**src/rtl/serial_logic20_if.sv**
```systemverilog
// rtl/serial_logic20_if.sv - start/ready request bus and result bus of the bit-serial logic unit
// Purpose: groups the request (start, op, a, b) and the status/result
//          (ready, busy, done, result, zero) signals of serial_logic20.
// Modports:
//   master - drives start, op, a, b; observes ready, busy, done, result, zero
//   slave  - the unit itself: observes the request, drives status and result
interface serial_logic20_if #(
  parameter int WIDTH = 20
);
  logic             start;
  logic [1:0]       op;
  logic [WIDTH-1:0] a;
  logic [WIDTH-1:0] b;
  logic             ready;
  logic             busy;
  logic             done;
  logic [WIDTH-1:0] result;
  logic             zero;

  modport master (
    output start, op, a, b,
    input  ready, busy, done, result, zero
  );

  modport slave (
    input  start, op, a, b,
    output ready, busy, done, result, zero
  );
endinterface

```
**src/rtl/serial_logic20.sv**
```systemverilog
// rtl/serial_logic20.sv - bit-serial 20-bit AND/OR/XOR/NOT unit, one bit per clock, LSB first
// Purpose: accepts an operation through a start/ready handshake, evaluates
//          one result bit per clock into a shift register and publishes the
//          full word with a zero flag and a one-cycle done pulse.
// Ports:
//   clk  - rising-edge clock
//   rst  - synchronous, active-high reset
//   bus  - serial_logic20_if.slave:
//            start/op/a/b in (op: 00 AND, 01 OR, 10 XOR, 11 NOT a)
//            ready (IDLE), busy (RUN), done (DONE pulse), result, zero out
module serial_logic20 #(
  parameter int WIDTH = 20
) (
  input  logic            clk,
  input  logic            rst,
  serial_logic20_if.slave bus
);
  localparam int CW = (WIDTH > 1) ? $clog2(WIDTH) : 1;

  localparam logic [1:0] IDLE = 2'd0;
  localparam logic [1:0] RUN  = 2'd1;
  localparam logic [1:0] DONE = 2'd2;

  localparam logic [CW-1:0] LAST = CW'(WIDTH - 1);

  logic [1:0]       state;
  logic [CW-1:0]    cnt;
  logic [1:0]       op_q;
  logic [WIDTH-1:0] a_q;
  logic [WIDTH-1:0] b_q;
  logic [WIDTH-1:0] sr;
  logic [WIDTH-1:0] sr_next;
  logic [WIDTH-1:0] result_q;
  logic             zero_q;
  logic             bit_val;

  // One result bit from the captured operands; b is not consulted for NOT.
  always_comb begin
    bit_val = 1'b0;
    case (op_q)
      2'b00:   bit_val = a_q[cnt] & b_q[cnt];
      2'b01:   bit_val = a_q[cnt] | b_q[cnt];
      2'b10:   bit_val = a_q[cnt] ^ b_q[cnt];
      default: bit_val = ~a_q[cnt];
    endcase
  end

  // New bit enters at the MSB; after WIDTH shifts bit 0 has reached the LSB.
  assign sr_next = {bit_val, sr[WIDTH-1:1]};

  always_ff @(posedge clk) begin
    if (rst) begin
      state    <= IDLE;
      cnt      <= '0;
      op_q     <= 2'b00;
      a_q      <= '0;
      b_q      <= '0;
      sr       <= '0;
      result_q <= '0;
      zero_q   <= 1'b1;
    end else begin
      case (state)
        IDLE: begin
          if (bus.start) begin
            op_q  <= bus.op;
            a_q   <= bus.a;
            b_q   <= bus.b;
            cnt   <= '0;
            state <= RUN;
          end
        end
        RUN: begin
          sr <= sr_next;
          if (cnt == LAST) begin
            // Publish straight from sr_next so result never shows a partial word.
            result_q <= sr_next;
            zero_q   <= (sr_next == '0);
            state    <= DONE;
          end else begin
            cnt <= cnt + 1'b1;
          end
        end
        DONE: begin
          state <= IDLE;
        end
        default: begin
          state <= IDLE;
        end
      endcase
    end
  end

  assign bus.ready  = (state == IDLE);
  assign bus.busy   = (state == RUN);
  assign bus.done   = (state == DONE);
  assign bus.result = result_q;
  assign bus.zero   = zero_q;
endmodule

```
**src/flat_wrapper.sv**
```systemverilog
// flat-port wrapper written by rule: the top's interface ports become plain ports
module serial_logic20_flat 
#(
  parameter int WIDTH = 20
)
  (clk, rst, bus_start, bus_op, bus_a, bus_b, bus_ready, bus_busy, bus_done, bus_result, bus_zero);
  serial_logic20_if #(.WIDTH(WIDTH)) bus_i ();
  input  logic clk;
  input  logic rst;
  input wire logic [$bits(bus_i.start)-1:0] bus_start;
  input wire logic [$bits(bus_i.op)-1:0] bus_op;
  input wire logic [$bits(bus_i.a)-1:0] bus_a;
  input wire logic [$bits(bus_i.b)-1:0] bus_b;
  output wire logic [$bits(bus_i.ready)-1:0] bus_ready;
  output wire logic [$bits(bus_i.busy)-1:0] bus_busy;
  output wire logic [$bits(bus_i.done)-1:0] bus_done;
  output wire logic [$bits(bus_i.result)-1:0] bus_result;
  output wire logic [$bits(bus_i.zero)-1:0] bus_zero;
  assign bus_i.start = bus_start;
  assign bus_i.op = bus_op;
  assign bus_i.a = bus_a;
  assign bus_i.b = bus_b;
  assign bus_ready = bus_i.ready;
  assign bus_busy = bus_i.busy;
  assign bus_done = bus_i.done;
  assign bus_result = bus_i.result;
  assign bus_zero = bus_i.zero;
  serial_logic20 #(.WIDTH(WIDTH)) u_core (.clk(clk), .rst(rst), .bus(bus_i));
endmodule
```
**config.mk**
```make
export PLATFORM = sky130hd
export DESIGN_NAME = serial_logic20_flat
export DESIGN_NICKNAME = d
export VERILOG_FILES = /design/src/rtl/serial_logic20_if.sv /design/src/rtl/serial_logic20.sv /design/src/flat_wrapper.sv
export SDC_FILE = /design/constraint.sdc
export NUM_CORES = 1
export LEC_CHECK = 0
export ABC_CLOCK_PERIOD_IN_PS = 5800
export BUFFER_PORTS_ARGS = -buffer_cell sky130_fd_sc_hd__buf_4
export CAP_MARGIN = 20
export CORE_UTILIZATION = 48
export DETAILED_ROUTE_END_ITERATION = 8
export GPL_ROUTABILITY_DRIVEN = 1
export PLACE_DENSITY = 0.71
export SLEW_MARGIN = 20
export SYNTH_ARGS = -nofsm -noshare
export SYNTH_HDL_FRONTEND = slang
export SYNTH_SLANG_ARGS = --single-unit
```
**constraint.sdc**
```tcl
create_clock -name clk -period 5.8 [get_ports clk]
set_input_delay 0 -clock clk [delete_from_list [all_inputs] [get_ports clk]]
set_output_delay 0 -clock clk [all_outputs]
set_load 0.01 [all_outputs]
```
==> results of run 1 <==
## per-stage QoR
stage | util | cells | power, uW | hold slack [ps]
2_1_floorplan | - | 449 | 727.2 | 136.0
3_3_place_gp | 0.5671 | 585 | 762.9 | 247.3
3_5_place_dp | 0.5671 | 585 | 766.6 | 254.4
4_1_cts | 0.6536 | 642 | 1239 | 227.2
5_1_grt | 0.6536 | 642 | 1287 | 261.7
6_report | 0.6536 | 642 | 1234 | 235.3
## flip-flops by register name, indices dropped and copies added, names as in the netlist
register           cells
u_core.sr             19
u_core.b_q            20
u_core.op_q            2
u_core.state           2
u_core.cnt             5
u_core.bus.zero        1
u_core.a_q            20
u_core.bus.result     20
## cell families (layout without fill, tap and decap cells)
logic type | Yosys count | in the layout | synth area share
multiplexers | 17 | 17 | 0.06692
AND/OR/NAND/NOR | 201 | 201 | 0.2263
XOR/XNOR | 4 | 4 | 0.009660
adder cells (fa/ha/maj) | 3 | 3 | 0.01035
buffers and inverters | 35 | 129 | 0.04105
AO/OA/AOI/OAI | 100 | 100 | 0.1545
flip-flops | 89 | 89 | 0.4912
## Yosys cell counts, types with 2 or more instances
library cell    n
xor2_1          3
nor3_1          4
o2111ai_1       2
and2_1          3
nand3_1         2
inv_1           2
mux2i_1        10
a21oi_1        84
a22oi_1         2
nand2b_1        2
o21ai_0         3
mux2_2          2
dfxtp_1        89
nor2b_1         3
clkbuf_1       25
nor2_1         12
ha_1            3
a211oi_2        2
mux4_2          3
buf_2           5
nor4_1          5
mux4_1          2
nand2_1       164
## layout make-up
cell class	instances	area, um^2	area share
clock buffers	12	145.1	0.03045
clock inverters	3	65.06	0.01365
inverters	2	7.507	0.001575
multi-input cells	325	1697	0.3560
flip-flops and latches	89	1782	0.3739
well taps	99	123.9	0.02599
repair buffers	112	945.9	0.1985
## tightest hold or removal path, stage by stage
cell	delay, ps
buf_4	80
nand2_1	40
buf_4	250
nand2_1	110
a21oi_1	50
## final timing paths
path | from | endpoint | slack [ps] | cells past startpoint
setup / recovery | u_core.cnt[0] | u_core.bus.result[19] | 2750 | 9
hold / removal | bus_start | u_core.b_q[18] | 240 | 5
setup reg to reg | u_core.cnt[0] | u_core.bus.result[19] | 2750 | 9
hold reg to reg | u_core.a_q[16] | u_core.a_q[16] | 450 | 2
## power by group through the flow
stage / Combinational (uW) / Sequential [uW] / Clock, uW
2_1_floorplan: 74.9 / 652 / 0
3_3_place_gp: 103 / 660 / 0
3_5_place_dp: 106 / 661 / 0
4_1_cts: 128 / 647 / 464
5_1_grt: 144 / 650 / 494
6_report: 129 / 647 / 458
## what timing repair did
action | in CTS | in global routing
hold buffers | 42 | 0
hold endpoints to repair | 42 | 0
endpoints found under the setup margin | 0 | 0
## per-layer routing
metal,GRT usage,part of all wire
met1,0.2754,0.44
met2,0.3818,0.50
met3,0.03509,0.031
met4,0.1140,0.026
met5,0,0
==> impl_metrics.json, run 1 <==
{
  "place_area_mm2": 0.004135,
  "clk_latency_ps": 350,
  "synth.distinct_cells": 40,
  "cellPowerDensity_mw_per_mm2": 258.9,
  "cp_slowest_stage_delay_ps": 980,
  "cts_buffers": 9,
  "hold_path_class": "in -> reg",
  "max-vdd-ir-drop_mv": 0.1441,
  "nFillCells": 652,
  "ys.flop_type": "dfxtp_1",
  "synth_seq_cells": 89,
  "synth_area_leaders": "dfxtp_1 49%, nand2_1 17%, a21oi_1 12%",
  "drt-initial-drc-count": 147,
  "drv_slew": 0,
  "finClkSkew_ps": 6.944,
  "initial_core_util": 0.4974,
  "grt_overflow": 0,
  "drc": 0,
  "tightest_slew_ps": 991.4,
  "yosys.area.top_type": "dfxtp_1",
  "switching_share": 0.2307,
  "rows": 31,
  "run_status": "finished clean",
  "portBuffers": 68,
  "critPathBufInv": 0,
  "synth.net_count": 497,
  "cts_tree": "built",
  "cts.path.max_buffers": 2,
  "gp_congestion": 0.7558,
  "timing.final.ws_setup_ps": 2750,
  "ys_warn_count": 0,
  "period_share": 0.5259,
  "syn_inst": 449,
  "netlist_area_mm2": 0.003627,
  "dpl.hpwl_um": 4854,
  "drive_gt1_frac": 0.1713,
  "setup_viol_count_final": 0,
  "place_ws_ps": 2727,
  "setup_tns_ps": 0,
  "cts.reportedPaths.clkPinSlew_ps": 80,
  "first_pass_iters": 5,
  "fmax_ghz": 0.3278,
  "cpMaxStageDelayCell": "dfxtp_1",
  "start_kind": "register",
  "layout_common_cells": "164 x nand2_1, 89 x dfxtp_1, 84 x a21oi_1",
  "cts_resized": 0,
  "finalCriticalPeriod_ps": 3050,
  "syn_area_per_cell_um2": 8.078,
  "crit_arrival_ps": 3250,
  "die_y_um": 88.93,
  "mostFrequentLayoutCell": "nand2_1",
  "antenna_cells": 0,
  "track_usage": 0.2238,
  "cts_root_buf": "clkbuf_8",
  "post_cts_buffers": 0,
  "synthArstFlopShare": 0,
  "ant_nets": 0,
  "fin_nets": 587,
  "cts_sinks": 89,
  "hold_viol_final": 0,
  "seq_area_frac_synth": 0.4912,
  "sequentialPowerShare": 0.524,
  "p_leak_uw": 0.001822,
  "htreeDepth": 3,
  "synth.top_cell.area_share": 0.4912,
  "end_kind": "register",
  "viasPerCell": 5.076,
  "max-cap-violations": 0,
  "wire_per_inst_um": 12.48,
  "postRouteWirelength_um": 8011,
  "required_ps": 6000,
  "rsz0062_at_grt": "no",
  "core_area_mm2": 0.007292,
  "p_switching_uw": 284.6,
  "p_int_uw": 949.0,
  "antenna_found_initial": 0,
  "grt_pass1_wl_um": 13600,
  "path_delay_family": "flip-flops",
  "area_growth_pct": 31.39,
  "via_count": 3259,
  "worstPathMaxFanout": 18,
  "clkPwrFrac": 0.371,
  "synth_edf_count": 0,
  "grt_pass1_vias": 3024,
  "grt_max_degree": 90,
  "ios": 69,
  "die_w_um": 88.93,
  "design_area_mm2": 0.004766,
  "dieArea_mm2": 0.007909,
  "relSlewSlack": 0.3382,
  "crit_path_cell_trace": "mux4_2 > mux2_2 > a21oi_1 > o22a_1 > ha_1 > nand3b_1 > o21ai_0 > nor2_1 > a211oi_2",
  "power_frac_comb": 0.105,
  "critPathKind": "reg -> reg"
}
(Power assumes the default switching activity.)
==> run 2: changes to the inputs <==
--- a/config.mk
+++ b/config.mk
@@ -5,13 +5,13 @@
 export SDC_FILE = /design/constraint.sdc
 export NUM_CORES = 1
 export LEC_CHECK = 0
-export ABC_CLOCK_PERIOD_IN_PS = 5800
+export ABC_CLOCK_PERIOD_IN_PS = 2480
 export BUFFER_PORTS_ARGS = -buffer_cell sky130_fd_sc_hd__buf_4
 export CAP_MARGIN = 20
 export CORE_UTILIZATION = 48
 export DETAILED_ROUTE_END_ITERATION = 8
 export GPL_ROUTABILITY_DRIVEN = 1
-export PLACE_DENSITY = 0.71
+export PLACE_DENSITY = 0.73
 export SLEW_MARGIN = 20
 export SYNTH_ARGS = -nofsm -noshare
 export SYNTH_HDL_FRONTEND = slang
==> constraint.sdc (replaced) <==
create_clock -name clk -period 2.48 [get_ports clk]
set_input_delay 0 -clock clk [delete_from_list [all_inputs] [get_ports clk]]
set_output_delay 0 -clock clk [all_outputs]
set_load 0.01 [all_outputs]
==> run 2 against run 1 <==
  * Critical path depth up 1
  * Maximum frequency up 28%
  * Clock power up 130%
  * Combinational power rose to 2.5 times the previous value
  * Global-route usage down 0.75 points
  * Cell area up 1.9%
  * Non-clock buffer count up 10
  * Worst hold slack worse by 21 ps
  * Core utilization up 1.3 points
  * Clock skew about the same
  * Sequential share of layout area down 0.69 points
  * Die area unchanged
  * Highest routed layer unchanged
==> impl_metrics.json, run 2 (synthesis results as in run 1) <==
{
  "postRouteWirelength_um": 7975,
  "hold_depth": 4,
  "die_w_um": 88.93,
  "clk_latency_ps": 350,
  "worstPathMaxFanout": 7,
  "grt_max_degree": 90,
  "ff2ff_path_depth": 10,
  "antenna_found_initial": 0,
  "hold_path_class": "in -> reg",
  "nFillCells": 626,
  "timing.rr.end": "u_core.bus.result[19]",
  "ios": 69,
  "place_area_mm2": 0.004215,
  "ant_nets": 0,
  "run_status": "finished clean",
  "timing.final.ws_setup_ps": 106.2,
  "start_kind": "register",
  "viasPerCell": 5.032,
  "mostFrequentLayoutCell": "nand2_1",
  "cpMaxStageDelayCell": "mux4_2",
  "max-cap-violations": 0,
  "multi_input_area_mm2": 0.001700,
  "drive_gt1_frac": 0.1917,
  "htreeDepth": 3,
  "drv_slew": 0,
  "core_area_mm2": 0.007292,
  "fin_nets": 597,
  "wire_per_inst_um": 12.23,
  "tightest_slew_ps": 898.8,
  "setup_viol_count_final": 0,
  "hold_viol_final": 0,
  "end_kind": "register",
  "portBuffers": 68,
  "drc": 0,
  "cts.reportedPaths.clkPinSlew_ps": 90,
  "antenna_cells": 0,
  "grt_pass1_vias": 3028,
  "p_leak_uw": 0.001879,
  "worstHoldStart": "bus_start",
  "final_core_util": 0.6663,
  "cp_slowest_stage_delay_ps": 490,
  "fin_cells": 652,
  "grt_pass1_wl_um": 13260,
  "power_uw": 2878,
  "initial_core_util": 0.4974,
  "fmax_ghz": 0.4213,
  "drt-initial-drc-count": 126,
  "design_area_mm2": 0.004858,
  "hold_end": "u_core.cnt[3]",
  "relSlewSlack": 0.4008,
  "period_share": 0.9572,
  "cts_tree": "built",
  "cts_buffers": 9,
  "max-vdd-ir-drop_mv": 0.3402,
  "rsz0062_at_grt": "no",
  "gp_congestion": 0.8255,
  "dpl.hpwl_um": 4999,
  "ff_latch_area_mm2": 0.001783,
  "place_ws_ps": -34.58,
  "r2r-start": "u_core.cnt[0]",
  "finClkSkew_ps": 6.813,
  "layout_common_cells": "164 x nand2_1, 88 x dfxtp_1, 83 x a21oi_1",
  "dieArea_mm2": 0.007909,
  "rows": 31,
  "reg2reg_slack_ps": 110,
  "required_ps": 2680,
  "dp_cells": 594,
  "area_growth_pct": 33.94,
  "finalCriticalPeriod_ps": 2374,
  "critPathKind": "reg -> reg",
  "cts_root_buf": "clkbuf_8",
  "crit_arrival_ps": 2580,
  "crit_start": "u_core.cnt[0]",
  "track_usage": 0.2163,
  "cts_sinks": 89,
  "cts.path.max_buffers": 2,
  "via_count": 3281,
  "first_pass_iters": 4,
  "cellPowerDensity_mw_per_mm2": 592.3,
  "die_y_um": 88.93,
  "grt_overflow": 0,
  "crit_path_cell_trace": "buf_12 > mux4_2 > mux2_2 > a21oi_2 > o22a_1 > ha_1 > nand3b_1 > o21ai_1 > nor2_1 > a211oi_2"
}
## run 2: cell types whose count changed in the layout (fill, tap and decap cells not counted), sizes merged
cell    before  now
buf         70   80
clkbuf      12   10
clkinv       1    2
inv          2    3
## run 2: timing repair
action                                  CTS  global route
endpoints found under the setup margin    3             3
buffers inserted                          1             0
gates resized for setup                   2             3
endpoints found under the hold margin    42             0
hold buffers                             42             0
pin swaps                                 1             1
## run 2: how the worst max path moves through the flow
stage,to,slack (ps),depth (start not counted)
floorplan,u_core.bus.result[19],200,10
global placement,u_core.bus.result[19],40,10
detailed placement,u_core.bus.result[19],-30,11
CTS,u_core.bus.result[19],2,10
global route,u_core.bus.result[19],7,10
finish,u_core.bus.result[19],110,10
## run 2: per-layer routing
layer  track usage  share of wire  vias to the layer above
li1              -              -                     1695
met1        0.2644           0.45                     1504
met2        0.3818           0.50                       76
met3       0.04894          0.040                        6
met4       0.06494         0.0097                        0
met5             0              0                        -
## run 2: area by class of cell
class,instances,share of cell area
repair buffers,122,0.2135
inverters,2,0.001545
clock inverters,5,0.01622
well taps,99,0.02550
multi-input cells,325,0.3500
clock buffers,10,0.02627
flip-flops and latches,89,0.3670
## run 2: critical path, delay by kind of cell (launching register included)
| family | cells | cell delay, ps |
|---|---|---|
| flops | 1 | 360 |
| fa+ha+maj | 1 | 220 |
| compound gates | 4 | 510 |
| buf+inv | 1 | 130 |
| simple gates | 2 | 240 |
| mux | 2 | 770 |
## run 2: power breakdown
group / total, uW / switching [uW] / internal (uW) / leakage (uW)
sequential: 1500 / 28.8 / 1470 / 0.000724
combinational: 327 / 158 / 169 / 0.00105
clock: 1050 / 485 / 563 / 0.000107
## run 2: metrics by stage
| step | TNS [ps] | hold slack (ps) |
|---|---|---|
| after floorplan | 0 | 136.0 |
| after global placement | 0 | 246.6 |
| after detailed placement | -37.59 | 255.3 |
| after CTS | 0 | 210.5 |
| after global routing | 0 | 237.6 |
| final | 0 | 214.7 |
==> run 3: changes to the inputs <==
--- a/config.mk
+++ b/config.mk
@@ -5,13 +5,14 @@
 export SDC_FILE = /design/constraint.sdc
 export NUM_CORES = 1
 export LEC_CHECK = 0
-export ABC_CLOCK_PERIOD_IN_PS = 2480
+export ABC_CLOCK_PERIOD_IN_PS = 2800
 export BUFFER_PORTS_ARGS = -buffer_cell sky130_fd_sc_hd__buf_4
 export CAP_MARGIN = 20
+export CORE_MARGIN = 4
 export CORE_UTILIZATION = 48
 export DETAILED_ROUTE_END_ITERATION = 8
-export GPL_ROUTABILITY_DRIVEN = 1
-export PLACE_DENSITY = 0.73
+export GPL_ROUTABILITY_DRIVEN = 0
+export PLACE_DENSITY = 0.71
 export SLEW_MARGIN = 20
 export SYNTH_ARGS = -nofsm -noshare
 export SYNTH_HDL_FRONTEND = slang
==> constraint.sdc (replaced) <==
create_clock -name clk -period 2.8 [get_ports clk]
set_input_delay 0 -clock clk [delete_from_list [all_inputs] [get_ports clk]]
set_output_delay 0 -clock clk [all_outputs]
set_load 0.01 [all_outputs]
==> run 3 against run 2 <==
  * Flip-flop and latch count did not move
  * Via count shrank 0.15%
  * Non-clock buffer count fell by 6
  * Final cell count decreased by 0.77%
  * Combinational power fell by 14%
  * Global-route usage fell by 2.7 points
  * Clock skew grew 7.8 ps
  * Critical path type unchanged
  * Largest cell class unchanged
==> impl_metrics.json, run 3 (synthesis results as in run 1) <==
{
  "run_status": "finished clean",
  "fin_hold_ws_ps": 235.7,
  "critPathBufInv": 0,
  "die_w_um": 94.93,
  "nFillCells": 639,
  "place_ws_ps": 172.9,
  "tightest_slew_ps": 886.0,
  "mostFrequentLayoutCell": "nand2_1",
  "cts_buffers": 9,
  "grt_pass1_vias": 3051,
  "required_ps": 3010,
  "die_y_um": 94.93,
  "grt_overflow": 0,
  "timing.final.ws_setup_ps": 346.1,
  "dieArea_mm2": 0.009012,
  "initial_core_util": 0.4974,
  "drt-initial-drc-count": 148,
  "fmax_ghz": 0.4075,
  "rows": 31,
  "first_pass_iters": 4,
  "postRouteWirelength_um": 8004,
  "setup_tns_ps": 0,
  "post_cts_buffers": 0,
  "start_kind": "register",
  "cts.reportedPaths.clkPinSlew_ps": 90,
  "final_core_util": 0.6591,
  "crit_arrival_ps": 2660,
  "cts_tree": "built",
  "ant_nets": 0,
  "cts_root_buf": "clkbuf_8",
  "crit_path_cell_trace": "mux4_2 > mux2_2 > a21oi_1 > o22a_1 > ha_1 > nand3b_1 > o21ai_0 > nor2_1 > a211oi_2",
  "end_kind": "register",
  "finClkSkew_ps": 14.65,
  "wire_per_inst_um": 12.37,
  "reg2reg_slack_ps": 350,
  "portBuffers": 68,
  "multi_input_area_mm2": 0.001697,
  "track_usage": 0.1889,
  "hold_path_class": "in -> reg",
  "drive_gt1_frac": 0.1825,
  "cp_slowest_stage_delay_ps": 620,
  "htreeDepth": 3,
  "area_growth_pct": 32.49,
  "period_share": 0.8764,
  "cts_sinks": 89,
  "via_count": 3276,
  "max-cap-violations": 0,
  "path_delay_family": "multiplexers",
  "ios": 69,
  "cts.path.max_buffers": 2,
  "power_uw": 2509,
  "clk_latency_ps": 350,
  "hold_viol_final": 0,
  "rsz0062_at_grt": "no",
  "antenna_cells": 0,
  "dpl.hpwl_um": 5138,
  "setup_viol_count_final": 0,
  "drc": 0,
  "ff_latch_area_mm2": 0.001783,
  "finalCriticalPeriod_ps": 2454,
  "core_area_mm2": 0.007292,
  "fin_nets": 591,
  "drv_slew": 0,
  "p_leak_uw": 0.001842,
  "cellPowerDensity_mw_per_mm2": 522.1,
  "max-vdd-ir-drop_mv": 0.3061,
  "worstPathMaxFanout": 14,
  "relSlewSlack": 0.4093,
  "critPathKind": "reg -> reg",
  "grt_max_degree": 90,
  "viasPerCell": 5.063,
  "layout_common_cells": "164 x nand2_1, 88 x dfxtp_1, 84 x a21oi_1",
  "grt_pass1_wl_um": 13560,
  "antenna_found_initial": 0,
  "cpMaxStageDelayCell": "dfxtp_1"
}
-- run 3: changes by cell type in the layout (fill, tap and decap cells not counted), sizes merged --
cell	delta
clkbuf	+2
clkinvlp	+1
inv	-1
buf	-6
bufinv	-1
-- run 3: metal layers --
metal	track usage	up-vias	share of wire
met2	0.3230	73	0.49
met3	0.03426	15	0.036
met4	0.08774	0	0.024
li1	-	1687	-
met1	0.2294	1501	0.45
met5	0	-	0
-- run 3: area by class of cell --
type                       count  area share
sequential                    89      0.3710
multi-input combinational    325      0.3530
timing repair buffer         116      0.2057
clock buffer                  12     0.03228
tap                           99     0.02577
clock inverter                 4     0.01067
inverter                       2    0.001562
-- run 3: tightest hold or removal path, cell delays in order --
cell	delay, ps
buf_4	90
nand2_1	40
buf_4	240
nand2_1	110
a21oi_1	50
-- run 3: path summary, 6_finish.rpt --
| kind | end | from | cells after the start |
|---|---|---|---|
| min | u_core.b_q[16] | bus_start | 5 |
| max reg2reg | u_core.bus.result[19] | u_core.cnt[1] | 9 |
| max | u_core.bus.result[19] | u_core.cnt[1] | 9 |
| min reg2reg | u_core.bus.result[9] | u_core.bus.result[9] | 2 |
-- run 3: power breakdown --
part           internal [uW]  switching, uW  leakage, uW
Combinational            144            136      0.00102
Sequential              1310           28.2     0.000724
Clock                    462            433     0.000103
-- run 3: stage by stage --
stage	area [um^2]	std cells
6_report	4806	647
2_1_floorplan	3627	449
4_1_cts	4805	647
5_1_grt	4806	647
3_5_place_dp	4178	589
3_3_place_gp	4178	589
-- run 3: what timing repair did --
action | 4_1_cts | 5_1_grt
resized for setup | 0 | 1
hold endpoints to repair | 42 | 0
setup endpoints to repair | 0 | 2
hold buffers | 42 | 0
